**config.mk**
```make
export PLATFORM = sky130hd
export DESIGN_NAME = jacobian_inverse_sequencer
export DESIGN_NICKNAME = d
export VERILOG_FILES = /design/src/rtl/jacobian_inverse_sequencer_pkg.sv /design/src/rtl/jacobian_inverse_sequencer_issuer.sv /design/src/rtl/jacobian_inverse_sequencer.sv
export SDC_FILE = /design/constraint.sdc
export NUM_CORES = 2
export LEC_CHECK = 0
export BUFFER_PORTS_ARGS = -buffer_cell sky130_fd_sc_hd__buf_4
export CAP_MARGIN = 25
export CORE_AREA = 3 3 426 428
export DETAILED_ROUTE_END_ITERATION = 8
export DIE_AREA = 0 0 429 431
export PLACE_DENSITY_LB_ADDON = 0.3
export SYNTH_ARGS = -nofsm -noshare
export SYNTH_HDL_FRONTEND = slang
export SYNTH_SLANG_ARGS = --single-unit
```
**constraint.sdc**
```tcl
create_clock -name clk -period 2.5 [get_ports clk]
set_input_delay 0.5 -clock clk [delete_from_list [all_inputs] [get_ports clk]]
set_output_delay 0.5 -clock clk [all_outputs]
set_load 0.01 [all_outputs]
```
**src/rtl/jacobian_inverse_sequencer_pkg.sv**
```systemverilog
// Shared types and constants for the 2x2 Jacobian inverse sequencer.
package jacobian_pkg;

    typedef enum logic [3:0] {
        S_IDLE,
        S_MUL_AD,
        S_MUL_BC,
        S_SUB,
        S_DIV,
        S_MUL_A,
        S_MUL_B,
        S_MUL_C,
        S_MUL_D,
        S_DONE
    } jinv_state_t;

    localparam int DBL_W    = 64;
    localparam int SIGN_BIT = 63;
    localparam int EXP_MSB  = 62;
    localparam int EXP_LSB  = 52;

    localparam logic [DBL_W-1:0] DBL_ONE = 64'h3FF0_0000_0000_0000;

    // Unit slots: index into the per-unit issuer arrays in the top level.
    localparam int N_UNITS = 3;
    localparam int U_MUL   = 0;
    localparam int U_ADD   = 1;
    localparam int U_DIV   = 2;

    // IEEE-754 negation is a pure sign flip; no arithmetic unit needed.
    function automatic logic [DBL_W-1:0] dbl_neg(input logic [DBL_W-1:0] x);
        return {~x[SIGN_BIT], x[SIGN_BIT-1:0]};
    endfunction

endpackage

```
**src/rtl/jacobian_inverse_sequencer_issuer.sv**
```systemverilog
// Issues one operation to a shared floating-point unit: start pulse,
// held operands, qualified done and a watchdog counter.
module fp_op_issuer
    import jacobian_pkg::*;
#(
    parameter int TIMEOUT = 64
) (
    input  logic             clk,
    input  logic             srst,
    input  logic             go,
    input  logic [DBL_W-1:0] op_a,
    input  logic [DBL_W-1:0] op_b,
    output logic             start,
    output logic [DBL_W-1:0] unit_a,
    output logic [DBL_W-1:0] unit_b,
    input  logic             done,
    input  logic [DBL_W-1:0] result,
    output logic             fin,
    output logic [DBL_W-1:0] res,
    output logic             tmo
);

    localparam int CW = $clog2(TIMEOUT + 1);

    logic             r_start;
    logic             r_wait;
    logic [CW-1:0]    r_cnt;
    logic [DBL_W-1:0] r_a;
    logic [DBL_W-1:0] r_b;

    logic             w_done_ok;
    logic             w_expired;

    // A done in the start cycle, or while nothing is outstanding, is not ours.
    assign w_done_ok = r_wait && !r_start && done;
    // Counter equals the number of cycles since start; done on the same cycle wins.
    assign w_expired = r_wait && (r_cnt == CW'(TIMEOUT));

    assign fin    = w_done_ok;
    assign tmo    = w_expired && !w_done_ok;
    assign res    = result;
    assign start  = r_start;
    assign unit_a = r_a;
    assign unit_b = r_b;

    // Launch, hold operands, and track the outstanding request until done or timeout.
    always_ff @(posedge clk) begin
        if (srst) begin
            r_start <= 1'b0;
            r_wait  <= 1'b0;
            r_cnt   <= '0;
            r_a     <= '0;
            r_b     <= '0;
        end else begin
            r_start <= go;
            if (go) begin
                r_wait <= 1'b1;
                r_cnt  <= '0;
                r_a    <= op_a;
                r_b    <= op_b;
            end else if (r_wait) begin
                if (w_done_ok || w_expired) begin
                    r_wait <= 1'b0;
                end else begin
                    r_cnt <= r_cnt + CW'(1);
                end
            end
        end
    end

endmodule

```
**src/rtl/jacobian_inverse_sequencer.sv**
```systemverilog
// 2x2 Jacobian inverse [d -b; -c a]/(ad-bc) computed by time-sharing one
// double multiplier, adder and divider. Each operation is launched on the
// cycle its predecessor's result arrives, so no cycles are lost between ops.
module jacobian_inverse_sequencer
    import jacobian_pkg::*;
#(
    parameter int TIMEOUT = 64
) (
    input  logic             clk,
    input  logic             reset,
    input  logic             enable,
    input  logic [DBL_W-1:0] a,
    input  logic [DBL_W-1:0] b,
    input  logic [DBL_W-1:0] c,
    input  logic [DBL_W-1:0] d,
    output logic             busy,
    output logic             data_ready,
    output logic             singular,
    output logic             timeout_err,
    output logic [DBL_W-1:0] ai,
    output logic [DBL_W-1:0] bi_n,
    output logic [DBL_W-1:0] ci_n,
    output logic [DBL_W-1:0] di,
    output logic             mul_start,
    output logic [DBL_W-1:0] mul_a,
    output logic [DBL_W-1:0] mul_b,
    input  logic             mul_done,
    input  logic [DBL_W-1:0] mul_result,
    output logic             add_start,
    output logic [DBL_W-1:0] add_a,
    output logic [DBL_W-1:0] add_b,
    input  logic             add_done,
    input  logic [DBL_W-1:0] add_result,
    output logic             div_start,
    output logic [DBL_W-1:0] div_a,
    output logic [DBL_W-1:0] div_b,
    input  logic             div_done,
    input  logic [DBL_W-1:0] div_result
);

    jinv_state_t      r_state;
    logic             r_busy;
    logic             r_data_ready;
    logic             r_singular;
    logic             r_timeout;
    logic [DBL_W-1:0] r_a, r_b, r_c, r_d;
    logic [DBL_W-1:0] r_ad;
    logic [DBL_W-1:0] r_recip;
    logic [DBL_W-1:0] r_ai, r_bi_n, r_ci_n, r_di;

    logic [N_UNITS-1:0] w_go;
    logic [N_UNITS-1:0] w_start;
    logic [N_UNITS-1:0] w_done;
    logic [N_UNITS-1:0] w_fin;
    logic [N_UNITS-1:0] w_tmo;
    logic [DBL_W-1:0]   w_op_a   [N_UNITS];
    logic [DBL_W-1:0]   w_op_b   [N_UNITS];
    logic [DBL_W-1:0]   w_unit_a [N_UNITS];
    logic [DBL_W-1:0]   w_unit_b [N_UNITS];
    logic [DBL_W-1:0]   w_result [N_UNITS];
    logic [DBL_W-1:0]   w_res    [N_UNITS];

    logic w_op_fin;
    logic w_op_tmo;
    logic w_det_zero;

    // One issuer per shared unit; all share the same watchdog limit.
    for (genvar gi = 0; gi < N_UNITS; gi++) begin : g_unit
        fp_op_issuer #(
            .TIMEOUT (TIMEOUT)
        ) u_issuer (
            .clk    (clk),
            .srst   (reset),
            .go     (w_go[gi]),
            .op_a   (w_op_a[gi]),
            .op_b   (w_op_b[gi]),
            .start  (w_start[gi]),
            .unit_a (w_unit_a[gi]),
            .unit_b (w_unit_b[gi]),
            .done   (w_done[gi]),
            .result (w_result[gi]),
            .fin    (w_fin[gi]),
            .res    (w_res[gi]),
            .tmo    (w_tmo[gi])
        );
    end

    assign w_done[U_MUL]   = mul_done;
    assign w_done[U_ADD]   = add_done;
    assign w_done[U_DIV]   = div_done;
    assign w_result[U_MUL] = mul_result;
    assign w_result[U_ADD] = add_result;
    assign w_result[U_DIV] = div_result;

    assign mul_start = w_start[U_MUL];
    assign mul_a     = w_unit_a[U_MUL];
    assign mul_b     = w_unit_b[U_MUL];
    assign add_start = w_start[U_ADD];
    assign add_a     = w_unit_a[U_ADD];
    assign add_b     = w_unit_b[U_ADD];
    assign div_start = w_start[U_DIV];
    assign div_a     = w_unit_a[U_DIV];
    assign div_b     = w_unit_b[U_DIV];

    assign busy        = r_busy;
    assign data_ready  = r_data_ready;
    assign singular    = r_singular;
    assign timeout_err = r_timeout;
    assign ai          = r_ai;
    assign bi_n        = r_bi_n;
    assign ci_n        = r_ci_n;
    assign di          = r_di;

    // Zero or subnormal determinant: exponent field all zeros.
    assign w_det_zero = (w_res[U_ADD][EXP_MSB:EXP_LSB] == '0);

    // Select the unit being waited on and launch the next op on its completion.
    always_comb begin
        w_go     = '0;
        w_op_fin = 1'b0;
        w_op_tmo = 1'b0;
        for (int u = 0; u < N_UNITS; u++) begin
            w_op_a[u] = '0;
            w_op_b[u] = '0;
        end

        case (r_state)
            S_MUL_AD, S_MUL_BC, S_MUL_A, S_MUL_B, S_MUL_C, S_MUL_D: begin
                w_op_fin = w_fin[U_MUL];
                w_op_tmo = w_tmo[U_MUL];
            end
            S_SUB: begin
                w_op_fin = w_fin[U_ADD];
                w_op_tmo = w_tmo[U_ADD];
            end
            S_DIV: begin
                w_op_fin = w_fin[U_DIV];
                w_op_tmo = w_tmo[U_DIV];
            end
            default: ;
        endcase

        case (r_state)
            S_IDLE: if (enable) begin
                w_go[U_MUL]   = 1'b1;
                w_op_a[U_MUL] = a;
                w_op_b[U_MUL] = d;
            end
            S_MUL_AD: if (w_op_fin) begin
                w_go[U_MUL]   = 1'b1;
                w_op_a[U_MUL] = r_b;
                w_op_b[U_MUL] = r_c;
            end
            S_MUL_BC: if (w_op_fin) begin
                w_go[U_ADD]   = 1'b1;
                w_op_a[U_ADD] = r_ad;
                w_op_b[U_ADD] = dbl_neg(w_res[U_MUL]);
            end
            S_SUB: if (w_op_fin && !w_det_zero) begin
                w_go[U_DIV]   = 1'b1;
                w_op_a[U_DIV] = DBL_ONE;
                w_op_b[U_DIV] = w_res[U_ADD];
            end
            S_DIV: if (w_op_fin) begin
                w_go[U_MUL]   = 1'b1;
                w_op_a[U_MUL] = r_a;
                w_op_b[U_MUL] = w_res[U_DIV];
            end
            S_MUL_A: if (w_op_fin) begin
                w_go[U_MUL]   = 1'b1;
                w_op_a[U_MUL] = dbl_neg(r_b);
                w_op_b[U_MUL] = r_recip;
            end
            S_MUL_B: if (w_op_fin) begin
                w_go[U_MUL]   = 1'b1;
                w_op_a[U_MUL] = dbl_neg(r_c);
                w_op_b[U_MUL] = r_recip;
            end
            S_MUL_C: if (w_op_fin) begin
                w_go[U_MUL]   = 1'b1;
                w_op_a[U_MUL] = r_d;
                w_op_b[U_MUL] = r_recip;
            end
            default: ;
        endcase
    end

    // Sequencer FSM: accept, capture each op result on its done cycle, report.
    always_ff @(posedge clk) begin
        if (reset) begin
            r_state      <= S_IDLE;
            r_busy       <= 1'b0;
            r_data_ready <= 1'b0;
            r_singular   <= 1'b0;
            r_timeout    <= 1'b0;
            r_a          <= '0;
            r_b          <= '0;
            r_c          <= '0;
            r_d          <= '0;
            r_ad         <= '0;
            r_recip      <= '0;
            r_ai         <= '0;
            r_bi_n       <= '0;
            r_ci_n       <= '0;
            r_di         <= '0;
        end else begin
            r_data_ready <= 1'b0;
            case (r_state)
                S_IDLE: begin
                    if (enable) begin
                        r_a        <= a;
                        r_b        <= b;
                        r_c        <= c;
                        r_d        <= d;
                        r_busy     <= 1'b1;
                        r_singular <= 1'b0;
                        r_timeout  <= 1'b0;
                        r_ai       <= '0;
                        r_bi_n     <= '0;
                        r_ci_n     <= '0;
                        r_di       <= '0;
                        r_state    <= S_MUL_AD;
                    end
                end
                S_DONE: begin
                    r_busy  <= 1'b0;
                    r_state <= S_IDLE;
                end
                default: begin
                    if (w_op_tmo) begin
                        // Partial products already written must not be reported.
                        r_timeout    <= 1'b1;
                        r_ai         <= '0;
                        r_bi_n       <= '0;
                        r_ci_n       <= '0;
                        r_di         <= '0;
                        r_data_ready <= 1'b1;
                        r_state      <= S_DONE;
                    end else if (w_op_fin) begin
                        case (r_state)
                            S_MUL_AD: begin
                                r_ad    <= w_res[U_MUL];
                                r_state <= S_MUL_BC;
                            end
                            S_MUL_BC: r_state <= S_SUB;
                            S_SUB: begin
                                if (w_det_zero) begin
                                    r_singular   <= 1'b1;
                                    r_data_ready <= 1'b1;
                                    r_state      <= S_DONE;
                                end else begin
                                    r_state <= S_DIV;
                                end
                            end
                            S_DIV: begin
                                r_recip <= w_res[U_DIV];
                                r_state <= S_MUL_A;
                            end
                            // a*r is the lower-right element of the inverse.
                            S_MUL_A: begin
                                r_di    <= w_res[U_MUL];
                                r_state <= S_MUL_B;
                            end
                            S_MUL_B: begin
                                r_bi_n  <= w_res[U_MUL];
                                r_state <= S_MUL_C;
                            end
                            S_MUL_C: begin
                                r_ci_n  <= w_res[U_MUL];
                                r_state <= S_MUL_D;
                            end
                            // d*r is the upper-left element of the inverse.
                            S_MUL_D: begin
                                r_ai         <= w_res[U_MUL];
                                r_data_ready <= 1'b1;
                                r_state      <= S_DONE;
                            end
                            default: r_state <= S_IDLE;
                        endcase
                    end
                end
            endcase
        end
    end

endmodule
```
Yosys cells after proc, flatten, opt, wreduce, memory -nomap -nowiden
Index checks and enable logic that the tools add are counted.

storage, ports and cells
  register bits = 1059
  input bits = 454

cells by class
  reduce and logical (&&, ||, !) cells = 58
  add/sub/neg operators = 3
  equality and inequality tests = 14
  bitwise operators = 9
  multiplexer cells = 74

operators with widths
  operator             number
  $mux 64              29
  $pmux 64 s2          4
  $pmux 64 s6          1
  $pmux 64 s4          1
  $mux 62              2
  $pmux 4 s8           1
  $mux 1               24
  $reduce_and 4->1     6
  $add 7x1->7 const B  3
  $eq 7x7->1 const B   3
  $eq 4x3->1 const B   4
  $mux 4               4
  $reduce_bool 3->1    5
  $logic_and 1x1->1    13
  $reduce_and 2->1     6
  $logic_not 11->1     1
  $pmux 1 s2           5
  $reduce_bool 2->1    5
  $not 1->1            9
  $eq 4x2->1 const B   2
  $eq 4x4->1 const B   2
  $pmux 4 s2           1
  $reduce_or 2->1      4
  $logic_not 1->1      7
  other kinds (12)     16

Logic depth before layout (Yosys ltp)
  depth in word-level cells = 8
  gate-level depth with buffers = 9
  depth with buffers taken out = 7

Modules after synthesis
Synthesis repeated with hierarchy kept, for this count alone.

second synthesis, totals
  cell total of the unflattened synthesis = 4531
  area, all modules = 42537.0 µm²

by module, submodules not included
  module                      cells each  instances  seq. area each (µm²)  area each (µm²)
  jacobian_inverse_sequencer  2929        1          12972.4               26148.8
  fp_op_issuer                534         3          2742.6                5462.7

Least setup slack after synthesis
Ideal clock, no wire load.

  path type = register to register
  from = register r_state[0]
  to = register r_ci_n[10] (netlist: ci_n[10])
  stages on the path, launching flop included = 8
  arrival time = 2020 ps
  slack = 350 ps
  clock period less this slack = 2150 ps
  library setup time = 130 ps
  path buffers = 2
  cells stage by stage = dfxtp_1 > buf_2 > or4b_4 > o221ai_2 > a211oi_4 > nor3_2 > clkbuf_1 > o41ai_1

on the way
  cells in the longest elaborated chain, start to end = 5
  elaborated cells on any way between the ends = 20

RTL lines
  what                                             RTL line                           RTL
  start: declaration                               jacobian_inverse_sequencer.sv:41   jinv_state_t r_state;
  start signal: assignment                         jacobian_inverse_sequencer.sv:191  r_state <= S_IDLE;
  start signal: assignment                         jacobian_inverse_sequencer.sv:222  r_state <= S_MUL_AD;
  start signal: assignment                         jacobian_inverse_sequencer.sv:227  r_state <= S_IDLE;
  $eq 4x4->1 (tied with other cells)               jacobian_inverse_sequencer.sv:127  case (r_state)
  $reduce_or 6->1                                  jacobian_inverse_sequencer.sv:127
  $pmux 1 s3                                       jacobian_inverse_sequencer.sv:127
  $mux 64 or $reduce_bool 3->1 (tied branches)     n/a
  $pmux 64 s2 or $reduce_and 4->1 (tied branches)  n/a
  end signal: assignment                           jacobian_inverse_sequencer.sv:269  r_ci_n <= w_res[U_MUL];
  end: declaration                                 jacobian_inverse_sequencer.sv:49   logic [DBL_W-1:0] r_ai, r_bi_n, r_ci_n, r_di;

Parallel ways exist; a longest one is shown, timed or not.
A chain may end at the register's enable or synchronous reset.

Worst setup path after layout
  from = register r_state[0]
  to = register g_unit[1].u_issuer.r_b[3]

on the way
  cells in the longest elaborated chain, start to end = 5
  elaborated cells on any way between the ends = 14

RTL lines
  what                                RTL line                                 RTL
  $eq 4x4->1 (tied with other cells)  jacobian_inverse_sequencer.sv:127
  $reduce_or 6->1                     jacobian_inverse_sequencer.sv:127
  $pmux 1 s3                          jacobian_inverse_sequencer.sv:127
  $mux 64 or $mux 1 (tied branches)   jacobian_inverse_sequencer.sv:154        S_MUL_BC: if (w_op_fin) begin
  $mux 64 or $mux 1 (tied branches)   jacobian_inverse_sequencer.sv:143        case (r_state)
  end signal: assignment              jacobian_inverse_sequencer_issuer.sv:60  r_b <= op_b;
  end: declaration                    jacobian_inverse_sequencer_issuer.sv:29  logic [DBL_W-1:0] r_b;

Parallel ways exist; a longest one is shown, timed or not.

==> metrics <==
Mapped Area=0.0381 mm^2; Slew @ Worst Pin=0.954 ns; Hold Path Cell Cnt=3; Die Y=431 um; port bufs=1046; VDD IR max=0.533 mV; Slew headroom=36.4%; CTS H-Tree Depth=3; drt pass-1 iters=9; area added between synthesis and finish=51.4%; Worst Hold Launch=b[63]; Pwr Total=45400 uW; drc violations=0; # rows=155; routed wire length per instance=22.1 um; area share of fa/ha/maj cells after synthesis=0.197%; Overflow after GRT=0; ranking of synthesized cells by area=dfxtp_1, nand2_1, a22o_1, a21oi_1, o41ai_1; Synth Area per Inst=8.75 um^2; register area share after synthesis=52.3%; total global-route track usage=18.5%; number of global-route vias before repair=37304; post-synthesis xor/xnor area fraction=0.436%; FF-to-FF Start=r_state[0]$_SDFFE_PP0P_; Distinct cells, synth=63; critical path data required time=3.20 ns; Initial Utilization=21.4%; fin crit period=2.46 ns; PD cells=786 mW/mm^2; status=completed; Core Box Area=0.178 mm^2; Root Buffer=clkbuf_16; Post-Layout Cell Count=8183; post-route clock period utilization=98.3%; Total Wirelength=181 mm; Synth Area in Simple Gates=17.4%; Pins Over Slew Limit=0; post-synthesis instance total=4360; pin count of the biggest net entering global routing=160; fmax=407 MHz; Reg2Reg Depth=7; complex-gate fraction of the synthesized area=21.8%; vias=38378; Pleak=0.0230 uW; first-pass GRT wire length=259 mm; Clock Sinks=996; Worst Hold End=r_b[63]$_SDFFE_PP0P_; CTS tree=yes; Async S/R FF share, synth=0%; via-per-instance ratio=4.69; RSZ-0062 raised after global routing=yes; most numerous cell in the Yosys netlist=dfxtp_1; placed cell areas=0.0497 mm^2; final core occ=32.4%; Post-DP HPWL=128 mm; max-cap violations=0; placed cells=7545; initial antenna violation count=21; Worst Setup End Kind=flop; top cells by count, synth=dfxtp_1, nand2_1, a21oi_1; area leader, netlist=dfxtp_1; worst hold slack=0.0592 ns; Clk pin slew, worst setup/hold paths=0.07 ns; Clock Path Buffers=3; DIE AREA=0.185 mm^2; Final Skew=0.0396 ns; Layout Nets=6188; critical path class=flop to flop; signal arrival time at the worst endpoint=3.15 ns; synth warn=0; DIE WIDTH=429 um; startpoint types=flop; Initial DRC Count=3315; R2R setup slack=0.04 ns; reg2reg end=g_unit[1].u_issuer.unit_b[3]$_SDFFE_PP0P_; multiplexer area fraction after synthesis=0.105%; EDFF count, synth=0; worst-path maximum fanout=66; layout cells sized above 1=24.9%; Ports=1101; RePlAce Congestion=0.859; Min-Delay Path Class=input pin to flop; post-synthesis register bit count=996; Yosys top cell area share=52.3%; post-route cell area=0.0578 mm^2; Skew-Pair Late Insertion Delay=0.76 ns; largest family of logic cells by synthesized area=compound AO/OA/AOI/OAI gates; Main synth FF type=dfxtp_1; Finish-stage setup viols=0; CTS Buf Count=112; final hold vios=0; Antenna Nets Post-Route=0
-- placed cells by master, fill, tap and decap left out, types with 9 or more instances in the layout --
cell / count
a21oi_1: 394
a222oi_1: 64
a22o_1: 254
a22oi_1: 127
buf_12: 90
buf_4: 1149
clkbuf_1: 30
clkbuf_16: 113
clkbuf_8: 30
clkinv_2: 10
conb_1: 54
dfxtp_1: 995
diode_2: 15
dlygate4sd3_1: 421
inv_1: 209
nand2_1: 907
nand3_1: 260
nor2_1: 168
nor2b_1: 67
nor3_1: 9
nor4_1: 67
o2bb2ai_1: 66
o41ai_1: 190
xnor2_1: 13
-- layer usage --
layer	vias up	wire length [um]	GRT usage, %
met1	18537	72600	22.3
met4	4	6300	6.72
met3	265	11300	3.57
met5	-	27	0
met2	1535	90300	32.7
li1	18037	-	-
-- per-stage QoR --
step / TNS (ns) / worst slack (ns)
after CTS: 0 / 0.0244
after detailed placement: 0 / 0.0375
after global placement: -0.489 / -0.489
final: 0 / 0.0424
after global routing: -1.88 / -0.0538
after floorplan: 0 / 0.350
-- how the worst max path moves through the flow --
| stage | startpoint | endpoint | slack [ns] |
|---|---|---|---|
| after CTS | r_state[1]$_SDFFE_PP0P_ | ai[47]$_SDFFE_PP0P_ | 0.02 |
| after detailed placement | div_done | ai[47]$_SDFFE_PP0P_ | 0.04 |
| after floorplan | r_state[0]$_SDFFE_PP0P_ | ci_n[10]$_SDFFE_PP0P_ | 0.35 |
| after global placement | add_result[52] | singular$_SDFFE_PP0P_ | -0.49 |
| after global routing | r_state[0]$_SDFFE_PP0P_ | g_unit[1].u_issuer.unit_b[2]$_SDFFE_PP0P_ | -0.05 |
| final | r_state[0]$_SDFFE_PP0P_ | g_unit[1].u_issuer.unit_b[3]$_SDFFE_PP0P_ | 0.04 |
-- power breakdown --
part | switching [uW] | internal (uW) | total [uW]
logic | 6710 | 4090 | 10800
registers | 768 | 17000 | 17700
clock network | 7140 | 9730 | 16900
-- kinds of logic after synthesis --
family,after synthesis
buffers and inverters,673
other,1
AND/OR/NAND/NOR,1533
flip-flops,996
adder cells (fa/ha/maj),6
multiplexers,4
XOR/XNOR,19
AO/OA/AOI/OAI,1128
-- worst max-delay path, stage by stage, from the launching register on --
cell and delay, ns:
dfxtp_1 0.45, nand2b_1 0.25, o221ai_2 0.23, a211o_4 0.42
buf_4 0.17, a31oi_4 0.25, buf_12 0.30, a22o_1 0.22
-- state kept, by name, summed over array words and instances (netlist names) --
register	count
r_recip	64
busy	1
g_unit.u_issuer.start	3
r_b	64
r_state	4
g_unit.u_issuer.unit_b	192
r_ad	64
singular	1
timeout_err	1
ai	64
ci_n	64
di	64
r_a	64
bi_n	64
g_unit.u_issuer.r_wait	3
r_c	64
g_unit.u_issuer.r_cnt	21
r_d	64
g_unit.u_issuer.unit_a	129
data_ready	1
-- area by class of cell --
type / count / area (um^2)
Inverter: 212 / 800
Antenna cell: 15 / 37.5
Tap cell: 2355 / 2950
Fill cell: 18415 / 120000
Clock inverter: 26 / 370
Sequential cell: 996 / 19900
Multi-Input combinational cell: 2744 / 15600
Clock buffer: 173 / 3350
Timing Repair Buffer: 1662 / 14700
-- repair_timing --
action / CTS / global route
endpoints found under the hold margin: 546 / 0
endpoints found under the setup margin: 0 / 114
gates resized for setup: 0 / 5
hold buffers: 421 / 0
buffers inserted: 0 / 3
No activity file was read; power rests on OpenSTA's default activity.
